[src/rtl/seq_divider32.sv]
// seq_divider32: unsigned radix-2 restoring divider, one quotient bit per clock.
// Operands are captured in IDLE, the quotient is developed MSB first in CALC,
// and the result is held in DONE until the consumer takes it.
module seq_divider32 #(
    parameter int WIDTH = 32
) (
    input  logic             clk,
    input  logic             rst_n,
    input  logic             in_valid,
    output logic             in_ready,
    input  logic [WIDTH-1:0] dividend,
    input  logic [WIDTH-1:0] divisor,
    output logic             out_valid,
    input  logic             out_ready,
    output logic [WIDTH-1:0] quotient,
    output logic [WIDTH-1:0] remainder,
    output logic             div_by_zero
);

    localparam int CW = $clog2(WIDTH + 1);

    localparam logic [1:0] IDLE = 2'd0;
    localparam logic [1:0] CALC = 2'd1;
    localparam logic [1:0] DONE = 2'd2;

    logic [1:0]       state;
    logic [WIDTH-1:0] dvsr;        // captured divisor
    logic [WIDTH-1:0] dq;          // dividend bits shift out, quotient bits shift in
    logic [WIDTH:0]   rem;         // partial remainder
    logic [CW-1:0]    count;       // iterations left
    logic             dbz;

    logic             accept;
    logic [WIDTH:0]   rem_shifted;
    logic [WIDTH+1:0] trial;       // {carry-out, rem_shifted - dvsr}
    logic             trial_ok;

    // The partial remainder is always below the divisor between steps, so its
    // top bit is zero there and only the shifted value needs the extra bit.
    logic             unused_rem_msb;
    assign unused_rem_msb = rem[WIDTH];

    assign accept    = (state == IDLE) && in_valid;
    assign in_ready  = (state == IDLE);
    assign out_valid = (state == DONE);
    assign quotient  = dq;
    assign remainder = rem[WIDTH-1:0];
    assign div_by_zero = dbz;

    // Trial subtraction as rem_shifted + ~divisor + 1 at WIDTH+1 bits; the
    // carry-out says whether the subtraction fits (rem_shifted >= divisor).
    always_comb begin
        rem_shifted = {rem[WIDTH-1:0], dq[WIDTH-1]};
        trial       = {1'b0, rem_shifted} + {1'b0, 1'b1, ~dvsr}
                      + {{(WIDTH+1){1'b0}}, 1'b1};
        trial_ok    = trial[WIDTH+1];
    end

    // Control FSM: IDLE -> CALC (or straight to DONE on a zero divisor) -> DONE -> IDLE.
    always_ff @(posedge clk or negedge rst_n) begin
        if (!rst_n) begin
            state <= IDLE;
        end else begin
            case (state)
                IDLE: begin
                    if (in_valid) begin
                        state <= (divisor == '0) ? DONE : CALC;
                    end
                end
                CALC: begin
                    if (count == CW'(1)) begin
                        state <= DONE;
                    end
                end
                DONE: begin
                    if (out_ready) begin
                        state <= IDLE;
                    end
                end
                default: state <= IDLE;
            endcase
        end
    end

    // Datapath: operand capture on accept, one restoring step per CALC cycle.
    // Nothing is written in DONE, so the result holds until it is taken.
    always_ff @(posedge clk or negedge rst_n) begin
        if (!rst_n) begin
            dvsr  <= '0;
            dq    <= '0;
            rem   <= '0;
            count <= '0;
            dbz   <= 1'b0;
        end else if (accept) begin
            dvsr  <= divisor;
            count <= CW'(WIDTH);
            if (divisor == '0) begin
                dq  <= '1;
                rem <= {1'b0, dividend};
                dbz <= 1'b1;
            end else begin
                dq  <= dividend;
                rem <= '0;
                dbz <= 1'b0;
            end
        end else if (state == CALC) begin
            count <= count - 1'b1;
            if (trial_ok) begin
                rem <= trial[WIDTH:0];
                dq  <= {dq[WIDTH-2:0], 1'b1};
            end else begin
                rem <= rem_shifted;
                dq  <= {dq[WIDTH-2:0], 1'b0};
            end
        end
    end

endmodule

[config.mk]
export PLATFORM = sky130hd
export DESIGN_NAME = seq_divider32
export DESIGN_NICKNAME = d
export VERILOG_FILES = /design/src/rtl/seq_divider32.sv
export SDC_FILE = /design/constraint.sdc
export NUM_CORES = 1
export LEC_CHECK = 0
export ABC_AREA = 1
export BUFFER_PORTS_ARGS = -buffer_cell sky130_fd_sc_hd__buf_2
export CORE_MARGIN = 8
export CORE_UTILIZATION = 52
export CTS_CLUSTER_SIZE = 40
export DETAILED_ROUTE_END_ITERATION = 6
export HOLD_SLACK_MARGIN = 0.02
export PLACE_DENSITY = 0.82
export SYNTH_ARGS = -nofsm -noshare
export SYNTH_HDL_FRONTEND = slang
export SYNTH_SLANG_ARGS = --single-unit
[constraint.sdc]
create_clock -name clk -period 1.9 [get_ports clk]
set_input_delay 0.285 -clock clk [delete_from_list [all_inputs] [get_ports clk]]
set_output_delay 0.285 -clock clk [all_outputs]
set_load 0.02 [all_outputs]
## After elaboration in Yosys (flattened, before gate mapping)

Index checks and enable logic that the tools add are counted.

| operators by class | value |
|---|---|
| $add $sub $neg | 3 |
| equal/unequal tests | 6 |
| mux-type cells | 16 |
| bitwise logic cells | 1 |
| reductions and logical operators | 5 |

Operator list:

| kind | count |
|---|---|
| 32-bit two-way mux | 7 |
| 33-bit by 33-bit adder with 34-bit output | 1 |
| 34-bit by 1-bit adder with 34-bit output, second input constant | 1 |
| 32-bit logical NOT | 1 |
| 32-bit inverter | 1 |
| 6-bit two-way mux | 2 |
| 2-bit two-way mux | 4 |
| 6-bit by 1-bit equality test with 1-bit output, second input constant | 1 |
| 2-bit one-hot mux with 3 select lines | 1 |
| 6-bit by 1-bit subtractor with 6-bit output, second input constant | 1 |
| 2-bit != test, second input constant | 2 |
| 3-bit AND reduction | 1 |
| 2-bit by 1-bit equality test with 1-bit output, second input constant | 1 |
| 2-bit equality test, second input constant | 1 |
| 2-bit logical NOT | 1 |
| 1-bit two-way mux | 2 |
| 2-bit by 1-bit != test with 1-bit output, second input constant | 1 |
| 2-bit nonzero test | 1 |
| 1-bit logical AND | 1 |

| storage, ports and cells | value |
|---|---|
| register bits after elaboration | 105 |
| bits of input ports | 68 |
| output and inout port bits | 67 |
| logic and storage cells | 37 |

## Logic depth before layout (Yosys ltp)

Gate-level depths: netlist (run 1).

| logic depth | value |
|---|---|
| depth in word-level cells | 6 |
| mapped depth | 17 |
| gate-level depth less buffers | 17 |

## Worst setup path after synthesis (run 1)

Ideal clock, no wire load.

| path | value |
|---|---|
| kind | flip-flop to flip-flop |
| from | register dq[31], in the netlist quotient[31] |
| to | register rem[28] |
| library setup time | 0.121 ns |
| arrival time | 2.023 ns |
| required time | 1.779 ns |
| slack | -0.244 ns |
| stages on the path, launching flop included | 17 |
| buffers on the path | 0 |
| period minus slack after synthesis | 2.144 ns |
| cells stage by stage | dfrtp_1 > inv_1 > ha_1 > inv_1 > fa_1 > nand3_1 > nand3_1 > nand2_1 > nand2_1 > nand2_1 > nand2_1 > nand2_1 > nand2_1 > nand2_1 > nand3_1 > nand2_1 > a21oi_2 |

| between the ends | value |
|---|---|
| cells in the longest elaborated chain, start to end | 5 |

RTL lines:

| what | RTL line | text |
|---|---|---|
| start: declaration | 28 | `logic [WIDTH-1:0] dq;` |
| start signal: assignment | 102 | `dq <= dividend;` |
| start signal: assignment | 110 | `dq <= {dq[WIDTH-2:0], 1'b1};` |
| start signal: assignment | 113 | `dq <= {dq[WIDTH-2:0], 1'b0};` |
| 33-bit by 33-bit adder with 34-bit output | 54 | `trial = {1'b0, rem_shifted} + {1'b0, 1'b1, ~dvsr}` |
| 34-bit by 1-bit adder with 34-bit output | 55 | `+ {{(WIDTH+1){1'b0}}, 1'b1};` |
| 32-bit two-way mux | 108 | `if (trial_ok) begin` |
| 32-bit two-way mux | 106 | `end else if (state == CALC) begin` |
| 32-bit two-way mux | 94 | `end else if (accept) begin` |
| end signal: assignment | 99 | `rem <= {1'b0, dividend};` |
| end signal: assignment | 109 | `rem <= trial[WIDTH:0];` |
| end signal: assignment | 112 | `rem <= rem_shifted;` |
| end: declaration | 29 | `logic [WIDTH:0] rem;` |

Every way passes these cells. The select of a mux whose other input is x is not followed.
A chain may end at the register's enable or synchronous reset.

## Final worst setup path (run 1)

| path | value |
|---|---|
| from | register dvsr[22] |
| to | register rem[4] |

| between the ends | value |
|---|---|
| cells in the longest elaborated chain, start to end | 6 |

RTL lines:

| what | RTL line | text |
|---|---|---|
| start: declaration | 27 | `logic [WIDTH-1:0] dvsr;` |
| start signal: assignment | 95 | `dvsr <= divisor;` |
| 32-bit inverter | 54 |  |
| 33-bit by 33-bit adder with 34-bit output | 54 |  |
| 34-bit by 1-bit adder with 34-bit output | 55 |  |
| 32-bit two-way mux | 108 |  |
| 32-bit two-way mux | 106 |  |
| 32-bit two-way mux | 94 |  |

Every way passes these cells. The select of a mux whose other input is x is not followed.

==> results of run 1 <==
final cells by class:
type | count | area [sq um]
clock buffer | 10 | 239
clock inverter | 6 | 65.1
fill | 1101 | 3570
inverter | 227 | 857
multi-input combinational | 806 | 5100
sequential | 105 | 2650
tap | 188 | 235
timing repair buffer | 319 | 2260
registers in the layout, indices dropped and copies added (netlist names):
register     count
count            6
div_by_zero      1
dvsr            32
quotient        32
rem             32
state            2
metrics by stage:
step | TNS (ns) | hold slack [ns] | std cells | setup WS [ns]
6_report | -6.70 | 0.0980 | 1661 | -0.276
5_1_grt | -9.74 | 0.0877 | 1661 | -0.357
4_1_cts | -3.07 | 0.0928 | 1651 | -0.143
3_5_place_dp | -7.00 | 0.216 | 1629 | -0.289
3_3_place_gp | -4.11 | 0.217 | 1629 | -0.284
2_1_floorplan | -0.218 | -0.0106 | 1176 | -0.0600
final timing paths:
path / cells after the start / end / slack, ns / startpoint
worst max-delay path: 14 / rem[4] / -0.28 / dvsr[22]
worst min-delay path: 2 / state[1] / 0.1 / out_ready
worst max register to register: 14 / rem[4] / -0.28 / dvsr[22]
worst min register to register: 2 / div_by_zero / 0.48 / div_by_zero
max in group asynchronous: 3 / rem[20] / 0.96 / rst_n
min in group asynchronous: 2 / dvsr[6] / 0.37 / rst_n
routing by layer:
metal | vias to the layer above | track usage (%)
met2 | 408 | 46.9
li1 | 4269 | -
met4 | 2 | 11.3
met3 | 111 | 8.23
met5 | - | 0
met1 | 4227 | 33.2
layout by cell type, fill, tap and decap left out, types with 12 or more instances in the layout:
| cell type | netlist | layout |
|---|---|---|
| buf_2 | 11 | 133 |
| dfrtp_2 | 0 | 15 |
| o21ai_0 | 68 | 67 |
| buf_4 | 3 | 170 |
| nand2_1 | 368 | 318 |
| nand3_2 | 1 | 18 |
| clkbuf_16 | 0 | 12 |
| nand3_1 | 100 | 79 |
| inv_2 | 5 | 21 |
| dfrtp_1 | 105 | 90 |
| a21oi_2 | 6 | 13 |
| xnor2_1 | 14 | 14 |
| nand2_2 | 7 | 36 |
| a2bb2oi_1 | 30 | 30 |
| nand4_1 | 16 | 16 |
| a21boi_1 | 24 | 15 |
| or2_2 | 26 | 26 |
| ha_4 | 0 | 31 |
| inv_1 | 221 | 204 |
| nor2_1 | 51 | 42 |
| nand2_4 | 3 | 21 |
cell usage after synthesis:
cell / number / area share, %
inv_2: 5 / 0.24
a21boi_1: 24 / 2.3
o21bai_1: 2 / 0.19
nand2_4: 3 / 0.43
a22oi_1: 1 / 0.095
nor2_2: 4 / 0.32
clkbuf_1: 18 / 0.86
nor3_1: 9 / 0.57
buf_1: 1 / 0.048
inv_4: 1 / 0.080
buf_6: 5 / 0.72
dfrtp_1: 105 / 33
mux2i_1: 1 / 0.13
nand2_1: 368 / 18
nand3b_1: 4 / 0.38
nor2_1: 51 / 2.4
o21ai_1: 2 / 0.13
nand4_1: 16 / 1.3
or2_2: 26 / 2.1
nand3_2: 1 / 0.13
nand2_2: 7 / 0.56
nand3_1: 100 / 6.4
nor2_4: 2 / 0.29
nor4_1: 1 / 0.080
inv_1: 221 / 11
a2bb2oi_1: 30 / 3.3
o21ai_0: 68 / 4.3
o22ai_1: 7 / 0.56
ha_1: 34 / 5.4
and2_1: 3 / 0.24
fa_1: 1 / 0.25
buf_4: 3 / 0.29
buf_2: 11 / 0.70
a21oi_2: 6 / 0.67
xnor2_1: 14 / 1.6
xor2_1: 1 / 0.11
a22o_1: 1 / 0.11
a21oi_1: 18 / 1.1
o32ai_1: 1 / 0.11
worst reg2reg max path, cell delays in order (launching register included):
cell      delay, ns
dfrtp_1        0.40
inv_2          0.07
ha_4           0.21
nand2_1        0.07
nand2_1        0.06
nand2_1        0.08
nand3_2        0.09
a21oi_4        0.18
nor2_4         0.05
nor2_4         0.23
nand2_8        0.13
buf_12         0.18
nand2_1        0.06
nand3_1        0.09
a21boi_1       0.19
what timing repair did:
item	in CTS	in global routing
pin swaps	21	31
gates cloned	0	3
endpoints found under the setup margin	33	33
hold buffers	1	0
endpoints found under the hold margin	18	0
gates resized for setup	63	81
buffers inserted	5	7
kinds of logic after synthesis:
kind of cell               count (synthesis)  synth area share (%)
xor gates and xnor gates                  15                  1.67
AOI/OAI and AO/OA                        160                  13.0
muxes                                      1                 0.127
and+or+nand+nor                          595                  32.7
adders and majority gates                 35                  5.66
buffers and inverters                    265                  13.5
DFF                                      105                  33.4
==> impl_results.html, run 1 <==
<table>
<tr><th>Metric</th><th>Value</th></tr>
<tr><th colspan="2">Status</th></tr>
<tr><td>Run status</td><td>finished, violations left</td></tr>
<tr><td>Violations in the final reports</td><td>setup timing</td></tr>
<tr><th colspan="2">Floorplanning</th></tr>
<tr><td>Height of the die</td><td>approximately 140 microns</td></tr>
<tr><td>Placement row count</td><td>between 40 and 50</td></tr>
<tr><td>Placeable core region</td><td>around 15,000 sq um</td></tr>
<tr><td>Die area</td><td>just under 20,000 sq um</td></tr>
<tr><td>Number of ports placed on the die boundary</td><td>135</td></tr>
<tr><td>Chip width</td><td>roughly 140 microns</td></tr>
<tr><td>Initial standard-cell utilization of the core</td><td>between 50% and 60%</td></tr>
<tr><th colspan="2">Timing</th></tr>
<tr><td>RSZ-0062 raised after global routing</td><td>yes</td></tr>
<tr><td>Layout Skew</td><td>around 0.011 ns</td></tr>
<tr><td>Final Max Slew Viols</td><td>0</td></tr>
<tr><td>Relative slew margins</td><td>between 70% and 80%</td></tr>
<tr><td>Final period demand of the worst path</td><td>around 2.2 ns</td></tr>
<tr><td>Transition time at the pin with the least slew margin</td><td>between 0.4 and 0.5 ns</td></tr>
<tr><td>Final-report setup violation count</td><td>33</td></tr>
<tr><td>Share of the cycle needed by the critical path after routing</td><td>115%</td></tr>
<tr><td>Final Hold Violating Endpoints</td><td>0</td></tr>
<tr><td>Fmax</td><td>roughly 460 MHz</td></tr>
<tr><td>Minimum setup slack in the final design</td><td>-0.276 ns</td></tr>
<tr><th colspan="2">Final layout</th></tr>
<tr><td>Fraction of layout instances using a drive strength above 1</td><td>around 38%</td></tr>
<tr><td>Antenna cell count</td><td>0</td></tr>
<tr><td>Final design utilization</td><td>76.1%</td></tr>
<tr><td>Design Area, Final</td><td>approximately 11,000 sq um</td></tr>
<tr><td>Post-layout nets</td><td>approximately 1,600</td></tr>
<tr><td>Area Growth Syn to Fin</td><td>45.0%</td></tr>
<tr><th colspan="2">Drt</th></tr>
<tr><td>Number of vias in the routed layout</td><td>around 9,000</td></tr>
<tr><td>Post-route ant nets</td><td>0</td></tr>
<tr><td>Avg Vias per Cell</td><td>between 5 and 6</td></tr>
<tr><td>Met3 wire length</td><td>roughly 2.6 mm</td></tr>
<tr><td>Number of design-rule violations left by the first detailed-router iteration</td><td>716</td></tr>
<tr><td>Met1 Routed Length</td><td>11.2 mm</td></tr>
<tr><td>DRC</td><td>0</td></tr>
<tr><td>Met2 Routed Length</td><td>approximately 13 mm</td></tr>
<tr><td>Detailed-route wire length</td><td>about 28 mm</td></tr>
<tr><td>Routed wire per std cell</td><td>approximately 17 microns</td></tr>
<tr><td>Number of iterations in the first detailed-routing pass</td><td>6</td></tr>
<tr><td>Top Metal Used</td><td>met5</td></tr>
<tr><th colspan="2">Run</th></tr>
<tr><td>Max cap viols</td><td>0</td></tr>
<tr><th colspan="2">Worst hold path</th></tr>
<tr><td>Kind of path behind the tightest hold check</td><td>input port to flip-flop</td></tr>
<tr><th colspan="2">Synth</th></tr>
<tr><td>Netlist cell types</td><td>39</td></tr>
<tr><td>Count of warnings emitted by yosys</td><td>0</td></tr>
<tr><td>Number of register bits inferred by synthesis</td><td>approximately 110</td></tr>
<tr><td>Sequential element share of the synthesized area</td><td>roughly 33%</td></tr>
<tr><td>Syn Std Cell Area</td><td>roughly 7900 sq um</td></tr>
<tr><td>Syn_nets</td><td>1,279</td></tr>
<tr><td>Mean cell area of the mapped netlist</td><td>6.69 sq um</td></tr>
<tr><td>Number of instances in the synthesized netlist</td><td>roughly 1,200</td></tr>
<tr><th colspan="2">Worst setup path</th></tr>
<tr><td>CP max FO</td><td>8</td></tr>
<tr><td>Crit path launch type</td><td>flip-flop</td></tr>
<tr><td>Endpoint arrival time on the critical path</td><td>~2.5 ns</td></tr>
<tr><td>Critical path's slowest cell</td><td>dfrtp_1</td></tr>
<tr><td>Setup crit end kind</td><td>flip-flop</td></tr>
<tr><td>Maximum single-stage delay on the critical path</td><td>approximately 0.40 ns</td></tr>
<tr><td>Critical path's top delay family</td><td>simple AND/OR/NAND/NOR gates</td></tr>
<tr><td>WS Path Type</td><td>flip-flop to flip-flop</td></tr>
<tr><td>Cell repeated most along the worst path</td><td>nand2_1</td></tr>
<tr><td>Critical path, cell by cell</td><td>inv_2 &gt; ha_4 &gt; nand2_1 &gt; nand2_1 &gt; nand2_1 &gt; nand3_2 &gt; a21oi_4 &gt; nor2_4 &gt; nor2_4 &gt; nand2_8 &gt; buf_12 &gt; nand2_1 &gt; nand3_1 &gt; a21boi_1</td></tr>
<tr><td>Number of buffer and inverter stages on the critical path</td><td>2</td></tr>
<tr><td>Req. time, crit path</td><td>2.18 ns</td></tr>
<tr><th colspan="2">Placement</th></tr>
<tr><td>Hpwl dp</td><td>21.0 mm</td></tr>
<tr><td>IO buf count</td><td>134</td></tr>
<tr><td>Placed standard-cell area</td><td>10,400 sq um</td></tr>
<tr><td>Routability-driven placement congestion ratio</td><td>about 0.96</td></tr>
<tr><th colspan="2">GRT</th></tr>
<tr><td>Pin count of the biggest net entering global routing</td><td>49</td></tr>
<tr><td>Initial antenna violation count</td><td>1</td></tr>
<tr><td>Gr ovfl total</td><td>0</td></tr>
<tr><td>Wire length of the first global-routing pass</td><td>approximately 44 mm</td></tr>
<tr><td>Total Routing Usage GR</td><td>28.0%</td></tr>
<tr><td>Via count of the first global-routing pass</td><td>approximately 9,200</td></tr>
<tr><th colspan="2">Clock network</th></tr>
<tr><td>CTS sink count</td><td>~110</td></tr>
<tr><td>H-Tree Level Count</td><td>3</td></tr>
<tr><td>Clock slew seen by the registers of the worst setup and hold paths</td><td>~0.080 ns</td></tr>
<tr><td>Source-to-sink clock delay at the later pin of the worst-skew pair</td><td>0.37 ns</td></tr>
<tr><td>Max Buffers Root-to-Sink</td><td>2</td></tr>
<tr><td>Number of CTS-inserted buffers</td><td>9</td></tr>
<tr><td>Cell at the root of the clock tree</td><td>clkbuf_16</td></tr>
<tr><td>TritonCTS clock tree</td><td>done</td></tr>
</table>
Power of run 1 is left out: the tool's default activity adds up to more than one toggle a clock period on the data nets, which glitch-free logic cannot reach.
==> inputs of run 2 (changes only) <==
--- a/config.mk
+++ b/config.mk
@@ -7,6 +7,7 @@
 export LEC_CHECK = 0
 export ABC_AREA = 1
 export BUFFER_PORTS_ARGS = -buffer_cell sky130_fd_sc_hd__buf_2
+export CAP_MARGIN = 5
 export CORE_MARGIN = 8
 export CORE_UTILIZATION = 52
 export CTS_CLUSTER_SIZE = 40
==> constraint.sdc (replaced) <==
create_clock -name clk -period 1.9 [get_ports clk]
set_input_delay 0.38 -clock clk [delete_from_list [all_inputs] [get_ports clk]]
set_output_delay 0.38 -clock clk [all_outputs]
set_load 0.02 [all_outputs]
==> run 2 against run 1 <==
The run still ends with setup timing left. Non-clock buffer count decreased by 2. Via count shrank 1.6%. Core utilization rose by 0.16 points. Hold slack gained 0.092 ns. Maximum frequency grew 1.2%. Wire length decreased by 1.9%. Setup slack improved by 0.025 ns. First-iteration DRC count down 14%.
==> impl_results.html, run 2 (synthesized netlist as in run 1, its figures left out) <==
<table>
<tr><th>Metric</th><th>Value</th></tr>
<tr><th colspan="2">Status</th></tr>
<tr><td>Run status</td><td>finished, violations left</td></tr>
<tr><td>Violations in the final reports</td><td>setup timing</td></tr>
<tr><th colspan="2">Timing</th></tr>
<tr><td>Transition time at the pin with the least slew margin</td><td>0.498 ns (+0.0811 ns)</td></tr>
<tr><td>Final Max Slew Viols</td><td>0 (unchanged)</td></tr>
<tr><td>Fmax</td><td>465 MHz (+1.2%)</td></tr>
<tr><td>Layout Skew</td><td>0.00829 ns (-0.00284 ns)</td></tr>
<tr><td>Final Hold Violating Endpoints</td><td>0 (unchanged)</td></tr>
<tr><td>Share of the cycle needed by the critical path after routing</td><td>113% (-1.3 points)</td></tr>
<tr><td>Final-report setup violation count</td><td>33 (unchanged)</td></tr>
<tr><td>Minimum setup slack in the final design</td><td>-0.251 ns (+0.0253 ns)</td></tr>
<tr><td>RSZ-0062 raised after global routing</td><td>yes</td></tr>
<tr><td>Relative slew margins</td><td>66.8% (-5.4 points)</td></tr>
<tr><td>Final period demand of the worst path</td><td>2.15 ns (-0.0253 ns)</td></tr>
<tr><th colspan="2">Clock network</th></tr>
<tr><td>Max Buffers Root-to-Sink</td><td>2 (unchanged)</td></tr>
<tr><td>H-Tree Level Count</td><td>3 (unchanged)</td></tr>
<tr><td>CTS sink count</td><td>105 (unchanged)</td></tr>
<tr><td>Number of CTS-inserted buffers</td><td>9 (unchanged)</td></tr>
<tr><td>Clock slew seen by the registers of the worst setup and hold paths</td><td>0.08 ns (about the same)</td></tr>
<tr><td>TritonCTS clock tree</td><td>done</td></tr>
<tr><td>Cell at the root of the clock tree</td><td>clkbuf_16</td></tr>
<tr><td>Source-to-sink clock delay at the later pin of the worst-skew pair</td><td>0.37 ns (about the same)</td></tr>
<tr><th colspan="2">Worst setup path</th></tr>
<tr><td>Maximum single-stage delay on the critical path</td><td>0.43 ns (+0.03 ns)</td></tr>
<tr><td>Number of buffer and inverter stages on the critical path</td><td>1 (-1)</td></tr>
<tr><td>Setup crit end kind</td><td>flip-flop</td></tr>
<tr><td>Endpoint arrival time on the critical path</td><td>2.45 ns (about the same)</td></tr>
<tr><td>WS Path Type</td><td>flip-flop to flip-flop</td></tr>
<tr><td>CP max FO</td><td>8 (unchanged)</td></tr>
<tr><td>Critical path's top delay family</td><td>simple AND/OR/NAND/NOR gates</td></tr>
<tr><td>Crit path launch type</td><td>flip-flop</td></tr>
<tr><td>Critical path's slowest cell</td><td>dfrtp_2</td></tr>
<tr><td>Critical path, cell by cell</td><td>ha_4 &gt; nand2_4 &gt; nand2_2 &gt; nand2_2 &gt; nand2_2 &gt; a21oi_2 &gt; nor2_2 &gt; nor2_4 &gt; nand2_8 &gt; buf_12 &gt; nand2_2 &gt; nand3_2 &gt; a21boi_2</td></tr>
<tr><td>Cell repeated most along the worst path</td><td>nand2_2</td></tr>
<tr><td>Req. time, crit path</td><td>2.20 ns (+0.02 ns)</td></tr>
<tr><th colspan="2">Final layout</th></tr>
<tr><td># fillers</td><td>1,158 (+5.2%)</td></tr>
<tr><td>Most frequent standard cell in the layout excluding fill and tap cells</td><td>nand2_1</td></tr>
<tr><td>Antenna cell count</td><td>0 (unchanged)</td></tr>
<tr><td>Leading cell types in the layout, fill and taps excluded</td><td>nand2_1, inv_1, buf_4</td></tr>
<tr><td>Fraction of layout instances using a drive strength above 1</td><td>39.0% (+1.4 points)</td></tr>
<tr><td>Final design utilization</td><td>76.3% (+0.16 points)</td></tr>
<tr><td>Post-layout nets</td><td>1,569 (-0.13%)</td></tr>
<tr><td>Area Growth Syn to Fin</td><td>45.3%</td></tr>
<tr><th colspan="2">Floorplanning</th></tr>
<tr><td>Height of the die</td><td>139 microns (unchanged)</td></tr>
<tr><td>Initial standard-cell utilization of the core</td><td>52.5% (unchanged)</td></tr>
<tr><td>Placeable core region</td><td>15,000 sq um (unchanged)</td></tr>
<tr><td>Number of ports placed on the die boundary</td><td>135 (unchanged)</td></tr>
<tr><td>Placement row count</td><td>45 (unchanged)</td></tr>
<tr><td>Chip width</td><td>139 microns (unchanged)</td></tr>
<tr><td>Die area</td><td>19,300 sq um (unchanged)</td></tr>
<tr><th colspan="2">Placement</th></tr>
<tr><td>IO buf count</td><td>134 (unchanged)</td></tr>
<tr><td>Routability-driven placement congestion ratio</td><td>0.971 (+0.71%)</td></tr>
<tr><td>Hpwl dp</td><td>21.0 mm (-0.28%)</td></tr>
<tr><th colspan="2">GRT</th></tr>
<tr><td>Via count of the first global-routing pass</td><td>8,712 (-5.0%)</td></tr>
<tr><td>Total Routing Usage GR</td><td>27.8% (-0.19 points)</td></tr>
<tr><td>Gr ovfl total</td><td>0 (unchanged)</td></tr>
<tr><td>Wire length of the first global-routing pass</td><td>43.6 mm (-1.3%)</td></tr>
<tr><td>Initial antenna violation count</td><td>0 (-1)</td></tr>
<tr><td>Pin count of the biggest net entering global routing</td><td>45 (-8.2%)</td></tr>
<tr><th colspan="2">Run</th></tr>
<tr><td>Max cap viols</td><td>0 (unchanged)</td></tr>
<tr><th colspan="2">Drt</th></tr>
<tr><td>Number of iterations in the first detailed-routing pass</td><td>5 (-1)</td></tr>
<tr><td>Number of design-rule violations left by the first detailed-router iteration</td><td>614 (-14%)</td></tr>
<tr><td>Post-route ant nets</td><td>0 (unchanged)</td></tr>
<tr><td>Avg Vias per Cell</td><td>5.35 (-1.5%)</td></tr>
<tr><td>Routed wire per std cell</td><td>16.8 microns (-1.8%)</td></tr>
<tr><td>DRC</td><td>0 (unchanged)</td></tr>
<tr><td>Number of vias in the routed layout</td><td>8,872 (-1.6%)</td></tr>
<tr><td>Detailed-route wire length</td><td>27.9 mm (-1.9%)</td></tr>
<tr><th colspan="2">Worst hold path</th></tr>
<tr><td>Kind of path behind the tightest hold check</td><td>input port to flip-flop</td></tr>
</table>
## run 2: metrics by stage
| stage | TNS (ns) | worst slack, ns | area, sq um | std cells | hold WS, ns |
|---|---|---|---|---|---|
| 6_report | -7.24 | -0.251 | 11400 | 1659 | 0.190 |
| 5_1_grt | -9.80 | -0.333 | 11400 | 1659 | 0.189 |
| 4_1_cts | -5.01 | -0.190 | 11100 | 1649 | 0.186 |
| 3_5_place_dp | -13.61 | -0.302 | 10300 | 1621 | 0.375 |
| 3_3_place_gp | -13.13 | -0.296 | 10300 | 1621 | 0.371 |
| 2_1_floorplan | -0.218 | -0.0600 | 8290 | 1176 | 0.0844 |
## run 2: path summary, 6_finish.rpt
path | from | endpoint | slack (ns) | cells past startpoint
setup / recovery | rem[17] | rem[12] | -0.25 | 13
hold / removal | out_ready | state[1] | 0.19 | 2
setup reg to reg | rem[17] | rem[12] | -0.25 | 13
hold reg to reg | div_by_zero | div_by_zero | 0.48 | 2
max in group asynchronous | rst_n | rem[27] | 0.76 | 3
min in group asynchronous | rst_n | dvsr[10] | 0.51 | 2
## run 2: final cells by class
cell class,instances,area (sq um),area share [%]
clock inverters,6,67.6,0.591
well taps,188,235,2.06
repair buffers,317,2290,20.0
multi-input cells,806,5090,44.6
inverters,227,857,7.50
flip-flops and latches,105,2650,23.2
clock buffers,10,239,2.09
## run 2: metal layers
metal | global-route usage (%) | vias to the layer above | part of all wire [%]
met5 | 0 | - | 0
met4 | 12.5 | 0 | 3.0
met3 | 5.09 | 54 | 7.2
met2 | 45.0 | 391 | 47
met1 | 35.7 | 4146 | 43
li1 | - | 4281 | -
## run 2: worst register-to-register path, stage by stage, from the launching register on
cell	delay, ns
dfrtp_2	0.43
ha_4	0.27
nand2_4	0.06
nand2_2	0.05
nand2_2	0.08
nand2_2	0.08
a21oi_2	0.18
nor2_2	0.08
nor2_4	0.25
nand2_8	0.14
buf_12	0.17
nand2_2	0.08
nand3_2	0.06
a21boi_2	0.16
## run 2: timing repair
action / CTS / global route
setup endpoints to repair: 33 / 33
hold endpoints to repair: 32 / 0
pin swaps: 24 / 42
setup buffers: 10 / 8
gates resized for setup: 91 / 79
gates cloned: 1 / 2
hold buffers: 1 / 0
Power of run 2 is left out for the same reason.
==> inputs of run 3 (changes only) <==
--- a/config.mk
+++ b/config.mk
@@ -13,7 +13,7 @@
 export CTS_CLUSTER_SIZE = 40
 export DETAILED_ROUTE_END_ITERATION = 6
 export HOLD_SLACK_MARGIN = 0.02
-export PLACE_DENSITY = 0.82
+export PLACE_DENSITY = 0.89
 export SYNTH_ARGS = -nofsm -noshare
 export SYNTH_HDL_FRONTEND = slang
 export SYNTH_SLANG_ARGS = --single-unit
==> run 3 against run 2 <==
The run still ends with setup timing left. First-iteration DRC count is 37% higher. Setup slack got worse by 0.11 ns. Wire length rose by 13%. Die area stayed put. Global-route usage increased by 1.3 points. Flip-flop and latch count unchanged. Critical endpoint is now rem[28].
==> impl_results.html, run 3 (synthesized netlist as in run 1, its figures left out) <==
<table>
<tr><th>Metric</th><th>Value</th></tr>
<tr><th colspan="2">Timing</th></tr>
<tr><td>Layout Skew</td><td>0.0136 ns (+0.00531 ns)</td></tr>
<tr><td>Final Max Slew Viols</td><td>0 (unchanged)</td></tr>
<tr><td>Share of the cycle needed by the critical path after routing</td><td>119% (+5.9 points)</td></tr>
<tr><td>Final-report setup violation count</td><td>33 (unchanged)</td></tr>
<tr><td>Final period demand of the worst path</td><td>2.26 ns (+0.112 ns)</td></tr>
<tr><td>RSZ-0062 raised after global routing</td><td>yes</td></tr>
<tr><td>Final Hold Violating Endpoints</td><td>0 (unchanged)</td></tr>
<tr><td>Minimum setup slack in the final design</td><td>-0.363 ns (-0.112 ns)</td></tr>
<tr><td>Total Negative Setup Slacks</td><td>-8.42 ns (-1.18 ns)</td></tr>
<tr><td>Transition time at the pin with the least slew margin</td><td>0.419 ns (-0.0790 ns)</td></tr>
<tr><td>Worst hold-check slack</td><td>0.191 ns (+0.000500 ns)</td></tr>
<tr><td>Fmax</td><td>442 MHz (-5.0%)</td></tr>
<tr><td>Relative slew margins</td><td>72.0% (+5.3 points)</td></tr>
<tr><th colspan="2">Worst setup path</th></tr>
<tr><td>Internal reg-to-reg setup slack</td><td>-0.36 ns (-0.11 ns)</td></tr>
<tr><td>Crit path launch type</td><td>flip-flop</td></tr>
<tr><td>Setup crit end kind</td><td>flip-flop</td></tr>
<tr><td>CP max FO</td><td>5 (-3)</td></tr>
<tr><td>Worst flop-to-flop path startpoint</td><td>dvsr[22]</td></tr>
<tr><td>Worst reg-to-reg path cell count</td><td>16 (+3)</td></tr>
<tr><td>Req. time, crit path</td><td>2.17 ns (-0.03 ns)</td></tr>
<tr><td>WS Path Type</td><td>flip-flop to flip-flop</td></tr>
<tr><td>Endpoint of the most critical register-to-register path</td><td>rem[28]</td></tr>
<tr><td>Endpoint arrival time on the critical path</td><td>2.53 ns (+0.08 ns)</td></tr>
<tr><th colspan="2">GRT</th></tr>
<tr><td>Pin count of the biggest net entering global routing</td><td>68 (+51%)</td></tr>
<tr><td>Gr ovfl total</td><td>0 (unchanged)</td></tr>
<tr><td>Via count of the first global-routing pass</td><td>9,228 (+5.9%)</td></tr>
<tr><td>Total Routing Usage GR</td><td>29.1% (+1.3 points)</td></tr>
<tr><td>Initial antenna violation count</td><td>0 (unchanged)</td></tr>
<tr><td>Wire length of the first global-routing pass</td><td>45.6 mm (+4.7%)</td></tr>
<tr><th colspan="2">Floorplanning</th></tr>
<tr><td>Die area</td><td>19,300 sq um (unchanged)</td></tr>
<tr><td>Chip width</td><td>139 microns (unchanged)</td></tr>
<tr><td>Placeable core region</td><td>15,000 sq um (unchanged)</td></tr>
<tr><td>Number of ports placed on the die boundary</td><td>135 (unchanged)</td></tr>
<tr><td>Initial standard-cell utilization of the core</td><td>52.5% (unchanged)</td></tr>
<tr><td>Placement row count</td><td>45 (unchanged)</td></tr>
<tr><td>Height of the die</td><td>139 microns (unchanged)</td></tr>
<tr><th colspan="2">Drt</th></tr>
<tr><td>Post-route ant nets</td><td>0 (unchanged)</td></tr>
<tr><td>Number of design-rule violations left by the first detailed-router iteration</td><td>841 (+37%)</td></tr>
<tr><td>DRC</td><td>0 (unchanged)</td></tr>
<tr><td>Routed wire per std cell</td><td>18.8 microns (+12%)</td></tr>
<tr><td>Avg Vias per Cell</td><td>5.61 (+5.0%)</td></tr>
<tr><td>Detailed-route wire length</td><td>31.4 mm (+13%)</td></tr>
<tr><td>Number of vias in the routed layout</td><td>9,370 (+5.6%)</td></tr>
<tr><td>Number of iterations in the first detailed-routing pass</td><td>5 (unchanged)</td></tr>
<tr><th colspan="2">Final layout</th></tr>
<tr><td>Post-layout nets</td><td>1,579 (+0.64%)</td></tr>
<tr><td># fillers</td><td>956 (-17%)</td></tr>
<tr><td>Fraction of layout instances using a drive strength above 1</td><td>41.8% (+2.8 points)</td></tr>
<tr><td>Area occupied by multi-input gates</td><td>5350 sq um (+4.9%)</td></tr>
<tr><td>Most frequent standard cell in the layout excluding fill and tap cells</td><td>nand2_1</td></tr>
<tr><td>Area Growth Syn to Fin</td><td>50.1%</td></tr>
<tr><td>FF+latch area</td><td>2650 sq um (unchanged)</td></tr>
<tr><td>Leading cell types in the layout, fill and taps excluded</td><td>nand2_1, inv_1, buf_4</td></tr>
<tr><td>Antenna cell count</td><td>0 (unchanged)</td></tr>
<tr><th colspan="2">Worst hold path</th></tr>
<tr><td>Hold-critical path depth</td><td>2 (unchanged)</td></tr>
<tr><td>Worst hold start</td><td>out_ready</td></tr>
<tr><td>Kind of path behind the tightest hold check</td><td>input port to flip-flop</td></tr>
<tr><td>Endpoint with the worst hold slack</td><td>state[1]</td></tr>
<tr><th colspan="2">Placement</th></tr>
<tr><td>Hpwl dp</td><td>21.1 mm (+0.78%)</td></tr>
<tr><td>Routability-driven placement congestion ratio</td><td>0.969 (-0.29%)</td></tr>
<tr><td>IO buf count</td><td>134 (unchanged)</td></tr>
<tr><th colspan="2">Clock network</th></tr>
<tr><td>TritonCTS clock tree</td><td>done</td></tr>
<tr><td>H-Tree Level Count</td><td>3 (unchanged)</td></tr>
<tr><td>Number of CTS-inserted buffers</td><td>9 (unchanged)</td></tr>
<tr><td>Clock slew seen by the registers of the worst setup and hold paths</td><td>0.08 ns (about the same)</td></tr>
<tr><td>Source-to-sink clock delay at the later pin of the worst-skew pair</td><td>0.38 ns (about the same)</td></tr>
<tr><td>Cell at the root of the clock tree</td><td>clkbuf_16</td></tr>
<tr><td>CTS sink count</td><td>105 (unchanged)</td></tr>
<tr><td>Max Buffers Root-to-Sink</td><td>2 (unchanged)</td></tr>
<tr><th colspan="2">Status</th></tr>
<tr><td>Violations in the final reports</td><td>setup timing</td></tr>
<tr><td>Run status</td><td>finished, violations left</td></tr>
<tr><th colspan="2">Run</th></tr>
<tr><td>Max cap viols</td><td>0 (unchanged)</td></tr>
</table>
==> run 3: cell count changes in the layout (fill, tap and decap cells not counted), sizes merged <==
cell	previous run	this run
inv	230	231
buf	314	325
clkbuf	12	11
clkinv	3	2
==> run 3: per-stage QoR <==
step / std cells / utilization (%) / instance area [sq um] / worst slack [ns]
after floorplan: 1176 / - / 8290 / -0.0600
after global placement: 1625 / 68.9 / 10300 / -0.238
after detailed placement: 1625 / 68.9 / 10300 / -0.300
after CTS: 1659 / 74.5 / 11200 / -0.221
after global routing: 1669 / 78.8 / 11800 / -0.421
final: 1669 / 78.8 / 11800 / -0.363
==> run 3: worst max-delay path by stage <==
stage            startpoint  endpoint  cells after the start
6_report           dvsr[22]   rem[28]                     16
5_1_grt              rem[5]   rem[28]                     16
4_1_cts            dvsr[31]    rem[0]                     16
3_5_place_dp   quotient[31]   rem[28]                     16
3_3_place_gp    divisor[17]   rem[17]                     12
2_1_floorplan  quotient[31]   rem[28]                     16
==> run 3: worst max-delay path, stage by stage, from the launching register on <==
cell	delay (ns)
dfrtp_1	0.39
inv_2	0.08
ha_4	0.21
nand2_2	0.07
nand2_2	0.07
nand2_2	0.09
nand3_4	0.08
a21oi_4	0.17
nor2_4	0.06
nor2_4	0.16
buf_12	0.16
buf_12	0.12
nand3_1	0.11
nand2_1	0.15
inv_1	0.08
nand2_2	0.08
a21oi_2	0.05
==> run 3: per-layer routing <==
layer	part of all wire [%]	vias up	track usage [%]
met5	0	-	0
met4	4.8	0	11.0
met3	9.8	145	7.30
met2	47	546	48.5
met1	38	4395	35.6
li1	-	4284	-
==> run 3: timing repair <==
item | CTS | global route
resized for setup | 75 | 159
endpoints found under the setup margin | 33 | 38
setup buffers | 12 | 11
endpoints found under the hold margin | 38 | 0
gates cloned | 5 | 1
hold buffers | 1 | 0
pin swaps | 33 | 57
==> run 3: area by class of cell <==
| class | count | area share, % |
|---|---|---|
| clock buffers | 10 | 1.94 |
| clock inverters | 6 | 0.572 |
| inverters | 227 | 7.26 |
| multi-input cells | 806 | 45.3 |
| flip-flops and latches | 105 | 22.4 |
| well taps | 188 | 1.99 |
| repair buffers | 327 | 20.5 |
Power of run 3 is left out for the same reason.
